### src/rtl/pipe_ctrl_pkg.sv
// Shared pipeline definitions: controller state encoding, next-PC select codes,
// the per-cycle action resolved by the controller, and the control-output bundle.
package pipe_ctrl_pkg;

    typedef enum logic [1:0] {
        ST_BOOT   = 2'b00,
        ST_RUN    = 2'b01,
        ST_FREEZE = 2'b10
    } pipe_state_e;

    typedef enum logic [1:0] {
        PC_SEL_PC4 = 2'b00,
        PC_SEL_JMP = 2'b01,
        PC_SEL_BR  = 2'b10
    } pc_sel_e;

    // Action applied in a given cycle after priority resolution.
    typedef enum logic [2:0] {
        ACT_BOOT   = 3'd0,
        ACT_FREEZE = 3'd1,
        ACT_BR     = 3'd2,
        ACT_STALL  = 3'd3,
        ACT_JMP    = 3'd4,
        ACT_NORM   = 3'd5
    } pipe_act_e;

    typedef struct packed {
        logic    pc_en;
        pc_sel_e pc_sel;
        logic    ifid_en;
        logic    ifid_flush;
        logic    idexe_flush;
        logic    pipe_en;
    } pipe_ctrl_t;

    // Priority: mem_wait > branch taken > hazard stall > jump > normal.
    // Anything that is not RUN/FREEZE is treated as BOOT, which ignores inputs.
    function automatic pipe_act_e resolve_act(input pipe_state_e st,
                                              input logic        hz,
                                              input logic        jp,
                                              input logic        br,
                                              input logic        mw);
        pipe_act_e a;
        if (st != ST_RUN && st != ST_FREEZE) a = ACT_BOOT;
        else if (mw)                         a = ACT_FREEZE;
        else if (br)                         a = ACT_BR;
        else if (hz)                         a = ACT_STALL;
        else if (jp)                         a = ACT_JMP;
        else                                 a = ACT_NORM;
        return a;
    endfunction

endpackage

### src/rtl/pipe_ctrl.sv
// Pipeline hazard/redirect controller for the 5-stage core.
// Registered: state, boot counter, stall counter, sticky stall_err, perf counters.
// Control outputs are decoded combinationally from state and current inputs.
// Optional build macro PIPE_CTRL_PERF_EN adds the stall/redirect perf counters;
// without it perf_stall/perf_flush are tied to zero and no counter flops exist.
//
// state  | meaning
// BOOT   | pipeline clear for BOOT_CYC cycles after reset, inputs ignored
// RUN    | normal issue; branch/stall/jump handled combinationally
// FREEZE | data memory busy, everything held
module pipe_ctrl
    import pipe_ctrl_pkg::*;
#(
    parameter int STALL_MAX = 3,
    parameter int BOOT_CYC  = 2
) (
    input  logic        clk,
    input  logic        rst,
    input  logic        hz_stall,
    input  logic        id_jump,
    input  logic        exe_br_taken,
    input  logic        mem_wait,
    output logic        pc_en,
    output logic [1:0]  pc_sel,
    output logic        ifid_en,
    output logic        ifid_flush,
    output logic        idexe_flush,
    output logic        pipe_en,
    output logic [1:0]  state,
    output logic        stall_err,
    output logic [31:0] perf_stall,
    output logic [31:0] perf_flush
);

    // A BOOT_CYC of 0 still yields one boot cycle; the counter needs at least one bit.
    localparam int BW  = (BOOT_CYC  < 2) ? 1 : $clog2(BOOT_CYC + 1);
    localparam int SCW = (STALL_MAX < 1) ? 1 : $clog2(STALL_MAX + 1);
    localparam logic [BW-1:0]  BOOT_LAST   = BW'((BOOT_CYC > 0) ? BOOT_CYC - 1 : 0);
    localparam logic [SCW-1:0] STALL_LIMIT = SCW'(STALL_MAX);

    pipe_state_e    state_q, state_d;
    logic [BW-1:0]  boot_cnt_q, boot_cnt_d;
    logic [SCW-1:0] stall_cnt_q, stall_cnt_d;
    logic           stall_err_q, stall_err_d;
    pipe_act_e      act;
    pipe_ctrl_t     ctrl;

    assign act = resolve_act(state_q, hz_stall, id_jump, exe_br_taken, mem_wait);

    // State, boot counter and stall tracking registers.
    always_ff @(posedge clk) begin
        if (rst) begin
            state_q     <= ST_BOOT;
            boot_cnt_q  <= '0;
            stall_cnt_q <= '0;
            stall_err_q <= 1'b0;
        end else begin
            state_q     <= state_d;
            boot_cnt_q  <= boot_cnt_d;
            stall_cnt_q <= stall_cnt_d;
            stall_err_q <= stall_err_d;
        end
    end

    // Next-state: leave BOOT after the last boot cycle; mem_wait decides FREEZE vs RUN.
    always_comb begin
        state_d    = state_q;
        boot_cnt_d = boot_cnt_q;
        case (state_q)
            ST_RUN, ST_FREEZE: state_d = (act == ACT_FREEZE) ? ST_FREEZE : ST_RUN;
            default: begin
                boot_cnt_d = boot_cnt_q + 1'b1;
                if (boot_cnt_q == BOOT_LAST) state_d = ST_RUN;
                else                         state_d = ST_BOOT;
            end
        endcase
    end

    // Saturating consecutive-stall count; held across freeze, cleared by any other issue.
    always_comb begin
        stall_cnt_d = stall_cnt_q;
        stall_err_d = stall_err_q;
        case (act)
            ACT_STALL: begin
                if (stall_cnt_q == STALL_LIMIT) stall_err_d = 1'b1;
                else                            stall_cnt_d = stall_cnt_q + 1'b1;
            end
            ACT_BR, ACT_JMP, ACT_NORM: stall_cnt_d = '0;
            default: ;
        endcase
    end

    // Output decode from the resolved action.
    always_comb begin
        ctrl.pc_en       = 1'b1;
        ctrl.pc_sel      = PC_SEL_PC4;
        ctrl.ifid_en     = 1'b1;
        ctrl.ifid_flush  = 1'b0;
        ctrl.idexe_flush = 1'b0;
        ctrl.pipe_en     = 1'b1;
        case (act)
            ACT_BOOT: begin
                ctrl.pc_en       = 1'b0;
                ctrl.ifid_en     = 1'b0;
                ctrl.ifid_flush  = 1'b1;
                ctrl.idexe_flush = 1'b1;
            end
            ACT_FREEZE: begin
                ctrl.pc_en   = 1'b0;
                ctrl.ifid_en = 1'b0;
                ctrl.pipe_en = 1'b0;
            end
            ACT_BR: begin
                ctrl.pc_sel      = PC_SEL_BR;
                ctrl.ifid_flush  = 1'b1;
                ctrl.idexe_flush = 1'b1;
            end
            ACT_STALL: begin
                ctrl.pc_en       = 1'b0;
                ctrl.ifid_en     = 1'b0;
                ctrl.idexe_flush = 1'b1;
            end
            ACT_JMP: begin
                ctrl.pc_sel     = PC_SEL_JMP;
                ctrl.ifid_flush = 1'b1;
            end
            default: ;
        endcase
    end

    assign pc_en       = ctrl.pc_en;
    assign pc_sel      = ctrl.pc_sel;
    assign ifid_en     = ctrl.ifid_en;
    assign ifid_flush  = ctrl.ifid_flush;
    assign idexe_flush = ctrl.idexe_flush;
    assign pipe_en     = ctrl.pipe_en;
    assign state       = state_q;
    assign stall_err   = stall_err_q;

`ifdef PIPE_CTRL_PERF_EN
    logic [31:0] perf_stall_q, perf_stall_d;
    logic [31:0] perf_flush_q, perf_flush_d;

    // Stall cycles include freeze cycles; redirects are taken branches and jumps.
    always_comb begin
        perf_stall_d = perf_stall_q;
        perf_flush_d = perf_flush_q;
        if (act == ACT_STALL || act == ACT_FREEZE) perf_stall_d = perf_stall_q + 32'd1;
        if (act == ACT_BR || act == ACT_JMP)       perf_flush_d = perf_flush_q + 32'd1;
    end

    // Free-running perf counters, wrapping modulo 2^32.
    always_ff @(posedge clk) begin
        if (rst) begin
            perf_stall_q <= '0;
            perf_flush_q <= '0;
        end else begin
            perf_stall_q <= perf_stall_d;
            perf_flush_q <= perf_flush_d;
        end
    end

    assign perf_stall = perf_stall_q;
    assign perf_flush = perf_flush_q;
`else
    assign perf_stall = '0;
    assign perf_flush = '0;
`endif

endmodule

### config.mk
export PLATFORM = sky130hd
export DESIGN_NAME = pipe_ctrl
export DESIGN_NICKNAME = d
export VERILOG_FILES = /design/src/rtl/pipe_ctrl_pkg.sv /design/src/rtl/pipe_ctrl.sv
export SDC_FILE = /design/constraint.sdc
export NUM_CORES = 1
export LEC_CHECK = 0
export ABC_AREA = 1
export BUFFER_PORTS_ARGS = -buffer_cell sky130_fd_sc_hd__buf_2
export CAP_MARGIN = 0
export CORE_MARGIN = 4
export CORE_UTILIZATION = 30
export CTS_CLUSTER_DIAMETER = 120
export CTS_CLUSTER_SIZE = 24
export DETAILED_ROUTE_END_ITERATION = 7
export GPL_TIMING_DRIVEN = 0
export PLACE_DENSITY = 0.7
export SLEW_MARGIN = 5
export SYNTH_ARGS = -nofsm -noshare
export SYNTH_HDL_FRONTEND = slang
export SYNTH_SLANG_ARGS = --single-unit
### constraint.sdc
create_clock -name clk -period 1.1 [get_ports clk]
set_clock_uncertainty 0.15 [all_clocks]
set_input_delay 0.165 -clock clk [delete_from_list [all_inputs] [get_ports clk]]
set_output_delay 0.165 -clock clk [all_outputs]
set_load 0.05 [all_outputs]
[After elaboration in Yosys (flattened, before gate mapping)]
Cells that the tools add are included.
Word-level totals
  word-level logic and storage cells: 43
  flip-flop bits (word level): 7
  bits of input ports: 6
Cells by class
  reduce and logical (&&, ||, !) cells: 10
  equality and inequality tests: 12
  muxes and demuxes: 15
  add/subtract/negate cells: 2
Operators by type and width (count)
  $mux 3: 4
  $reduce_or 3->1: 4
  $pmux 2 s2: 2
  $eq 3x2->1 const B: 2
  $eq 3x3->1 const B: 2
  $mux 1: 6
  $mux 2: 3
  $add 2x1->2 const B: 2
  $eq 2x1->1 const B: 2
  $eq 2x2->1 const B: 2
  $ne 2x2->1 const B: 2
  $reduce_and 2->1: 2
  $eq 3x1->1 const B: 1
  $logic_not 3->1: 1
  $ne 2x1->1 const B: 1
  $reduce_bool 2->1: 1
  $reduce_or 2->1: 1
  $logic_and 1x1->1: 1

[Longest topological paths before layout]
  depth in word-level cells: 9
  mapped depth: 8
  depth with buffers taken out: 8

[Worst setup path after synthesis]
No wires, ideal clock.
  kind: register to output
  from: register state_q[0] (netlist: state[0])
  to: output port pc_sel[0]
  setup slack: -1.620 ns
  data required time: 0.785 ns
  buffers on the path: 0
  cell stages (with the launch flop): 5
  data arrival time: 2.405 ns
  cells stage by stage: dfxtp_1 inv_1 nand2_1 nand2_4 nor4_1
Between the ends
  longest elaborated chain between the ends: 5
  elaborated cells on any way between the ends: 7
Ends and longest elaborated chain
  from (decl): RTL line pipe_ctrl.sv:41  | pipe_state_e state_q, state_d;
  from (signal assigned): RTL line pipe_ctrl.sv:58  | state_q <= state_d;
  $ne 2x1->1 / $ne 2x2->1 (equally long branches): RTL line pipe_ctrl_pkg.sv:44  | if (st != ST_RUN && st != ST_FREEZE) a = ACT_BOOT;
  $logic_and 1x1->1 *: RTL line pipe_ctrl_pkg.sv:44
  $mux 3 *: RTL line pipe_ctrl_pkg.sv:44
  $eq 3x3->1 / $eq 3x2->1 (equally long branches): RTL line pipe_ctrl.sv:101  | case (act)
  $pmux 2 s2 *: RTL line pipe_ctrl.sv:101
  to (decl): RTL line pipe_ctrl.sv:24  | output logic [1:0] pc_sel,
Mark *: on every way between the ends. The rest lies on a longest branch, timed or not.

[Worst setup path in the final report]
  from: register state_q[1] (netlist: state[1])
  to: output port pc_en
Between the ends
  longest elaborated chain between the ends: 6
  elaborated cells on any way between the ends: 9
Ends and longest elaborated chain
  $ne 2x1->1 / $ne 2x2->1 (equally long branches): RTL line pipe_ctrl_pkg.sv:44
  $logic_and 1x1->1 *: RTL line pipe_ctrl_pkg.sv:44
  $mux 3 *: RTL line pipe_ctrl_pkg.sv:44
  $eq 3x1->1 (tied with other cells): RTL line pipe_ctrl.sv:101
  $reduce_or 3->1 (no source line) *
  $mux 1 *: RTL line pipe_ctrl.sv:101
  to (decl): RTL line pipe_ctrl.sv:23  | output logic pc_en,
Marks and branches as above.

==> flow_metrics.env <==
export IMPL_outcome="complete, but fails checks"
export IMPL_violations="setup timing"
export IMPL_start_util=0.315
export IMPL_clk_pin_slew_ns=0.05
export IMPL_cts_inserted_buffers=3
export IMPL_worstSetupStartpointType="flip-flop"
export IMPL_critPathKind="flip-flop to output pin"
export IMPL_grt_max_degree=8
export IMPL_clock_fmax_ghz=0.608
export IMPL_syn2layout_area_growth_pct=69.4
export IMPL_synth_enable_flop_cells=0
export IMPL_io_buffers=15
export IMPL_whs_ns=0.0926
export IMPL_pwr_share_seq=0.164
export IMPL_via_per_inst=3.16
export IMPL_rsz0062_at_grt="true"
export IMPL_die_height_um=62.0
export IMPL_grt_use_total=0.0826
export IMPL_p_leak_nw=0.894
export IMPL_htreeDepth=1
export IMPL_worstHoldEndpoint="boot_cnt_q[0]"
export IMPL_synthTopCellsByArea="buf_4 56%, dfxtp_1 16%, nand2_1 3.4%"
export IMPL_p_comb_frac=0.739
export IMPL_r2r_end="state[0]"
export IMPL_final_cells=243
export IMPL_cp_arrival_ns=1.33
export IMPL_reg2reg_from="state[1]"
export IMPL_critPathMaxStageDelay_ns=0.35
export IMPL_period_needed_ns=1.64
export IMPL_post_drt_wl_per_cell_um=7.11
export IMPL_worst_path_max_fanout=7
export IMPL_fill_cells=286
export IMPL_remaining_drc_errors=0
export IMPL_ys_warnings_count=0
export IMPL_hold_class="input port to flip-flop"
export IMPL_end_kind="output pin"
export IMPL_ys_dominant_reg_cell="dfxtp_1"
export IMPL_die_w_um=62.0
export IMPL_cp_slowest_cell="dfxtp_4"
export IMPL_nNetsFinal=221
export IMPL_num_antenna_cells=0
export IMPL_overflow=0
export IMPL_synth_cell_types=20
export IMPL_syn_area_per_cell_um2=7.24
export IMPL_hold_viol_final=0
export IMPL_fin_crit_sh=1.50
export IMPL_ys_seq_area_frac=0.160
export IMPL_io_pins=80
export IMPL_min_from="rst"
export IMPL_synth_top_cell_area_share=0.557
export IMPL_grt_antenna_before_repair=0
export IMPL_r2r_cells=9
export IMPL_firstDrtPassIters=2
export IMPL_max_clock_path_buffers=2
export IMPL_dieArea_mm2=0.00385
export IMPL_peakVddDrop_uv=1130
export IMPL_p_total_w=0.00231
export IMPL_synth_most_common_cell="buf_4"
export IMPL_place_congestion=0.696
export IMPL_cts_tree="done"
export IMPL_worstPathRequired_ns=0.78
export IMPL_drive_gt1_frac=0.552
export IMPL_wirelength_mm=1.73
export IMPL_p_int_w=0.00106
export IMPL_crit_buf_inv=3
export IMPL_drv_slew=0
export IMPL_drtIter0Drc=4
export IMPL_min_path_cells=4
export IMPL_drv_cap=0
export IMPL_synth_common_cells="65 x buf_4, 8 x nand2_1, 7 x dfxtp_1, 7 x inv_1"
export IMPL_power_frac_clock=0.097
export IMPL_crit_family="flip-flops"
export IMPL_grt_pass1_vias=603
export IMPL_swShare=0.539
export IMPL_coreArea_mm2=0.00278
export IMPL_via_count=769
export IMPL_rows=19
export IMPL_dp_cells=230
export IMPL_root_buffer="clkbuf_4"
export IMPL_worstPathCellList="inv_2 > nand2_2 > nand2_4 > nor2_4 > a21boi_4 > buf_6 > buf_8"
export IMPL_async_flop_share=0
export IMPL_syn_inst=121
export IMPL_syn_area_um2=876
export IMPL_antenna_left=0
export IMPL_ys_ff_latch=7
export IMPL_setup_violations=16
export IMPL_grt_pass1_wl_mm=2.39
export IMPL_power_density_mw_per_mm2=1550
export IMPL_final_setup_worst_slack_ns=-0.545
export IMPL_cts_num_sinks=7
export IMPL_p_switching_w=0.00124
export IMPL_rrSetupSlack_ns=-0.29
export IMPL_dp_hpwl_mm=1.46
export IMPL_yosys_area_top_type="buf_4"
export IMPL_clkLatencyLatePin_ns=0.24
cell usage in the layout, fill, tap and decap left out, drive strengths merged, types with 2 or more instances in the layout:
cell / synthesis / routed
a21oi: 5 / 5
buf: 65 / 88
clkbuf: 0 / 4
conb: 1 / 64
dfxtp: 7 / 7
ha: 2 / 2
inv: 11 / 11
nand2: 10 / 10
nand3: 3 / 3
nor2: 8 / 8
o21ai: 4 / 4
tightest hold or removal path: cells and delay by family:
family	cells	cell delay [ns]
buffers and inverters	2	0.18
AOI/OAI and AO/OA	2	0.11
kinds of logic after synthesis:
family / after synthesis / share of synthesized area
AOI/OAI and AO/OA: 11 / 0.0671
and+or+nand+nor: 24 / 0.136
adders and majority gates: 2 / 0.0286
DFF: 7 / 0.160
other: 1 / 0.00428
buffers and inverters: 76 / 0.604
power by group through the flow:
stage / Combinational (W) / Clock (W) / Sequential [W]
global placement: 0.00136 / 0 / 0.000369
global route: 0.00181 / 0.000252 / 0.000388
detailed placement: 0.00137 / 0 / 0.000371
finish: 0.00170 / 0.000223 / 0.000379
floorplan: 0.00118 / 0 / 0.000428
CTS: 0.00164 / 0.000237 / 0.000368
registers in the layout (all words and copies together), names as in the netlist:
register and count:
stall_cnt_q 2, boot_cnt_q 2, state 2, stall_err 1
metrics by stage:
step | utilization | cell area (um^2) | setup TNS, ns | setup WS, ns
2_1_floorplan | - | 1180 | -4.00 | -0.605
3_3_place_gp | 0.467 | 1300 | -3.57 | -0.524
3_5_place_dp | 0.467 | 1300 | -3.72 | -0.551
4_1_cts | 0.522 | 1450 | -4.35 | -0.566
5_1_grt | 0.534 | 1480 | -5.60 | -0.605
6_report | 0.534 | 1480 | -4.66 | -0.545
repair_timing:
action | in CTS | in global routing
pin swaps | 3 | 3
setup endpoints to repair | 15 | 17
hold buffers | 1 | 0
setup buffers | 6 | 2
resized for setup | 25 | 7
endpoints found under the hold margin | 2 | 0
worst max-delay path by stage:
stage	start	to	slack, ns	cells past startpoint
3_3_place_gp	hz_stall	pc_en	-0.52	8
5_1_grt	state[0]	pc_en	-0.60	7
2_1_floorplan	state[1]	pc_en	-0.60	6
6_report	state[1]	pc_en	-0.54	7
3_5_place_dp	hz_stall	pc_en	-0.55	8
4_1_cts	state[1]	pc_en	-0.57	7
routing by layer:
layer	up-vias	GRT usage	share of wire
met5	-	0	0
met4	0	0.00909	0
met3	0	0.0434	0.14
met2	43	0.157	0.52
met1	293	0.0813	0.34
li1	433	-	-
cell type report:
type                    instances  area (um^2)  share of cell area
flip-flops and latches          7          149               0.100
multi-input cells             101          533               0.359
plain buffers                  65          492               0.331
well taps                      31         38.8              0.0261
clock buffers                   4         26.3              0.0177
inverters                      11         43.8              0.0295
repair buffers                 24          201               0.136
Power figures use the tool's default switching activity.
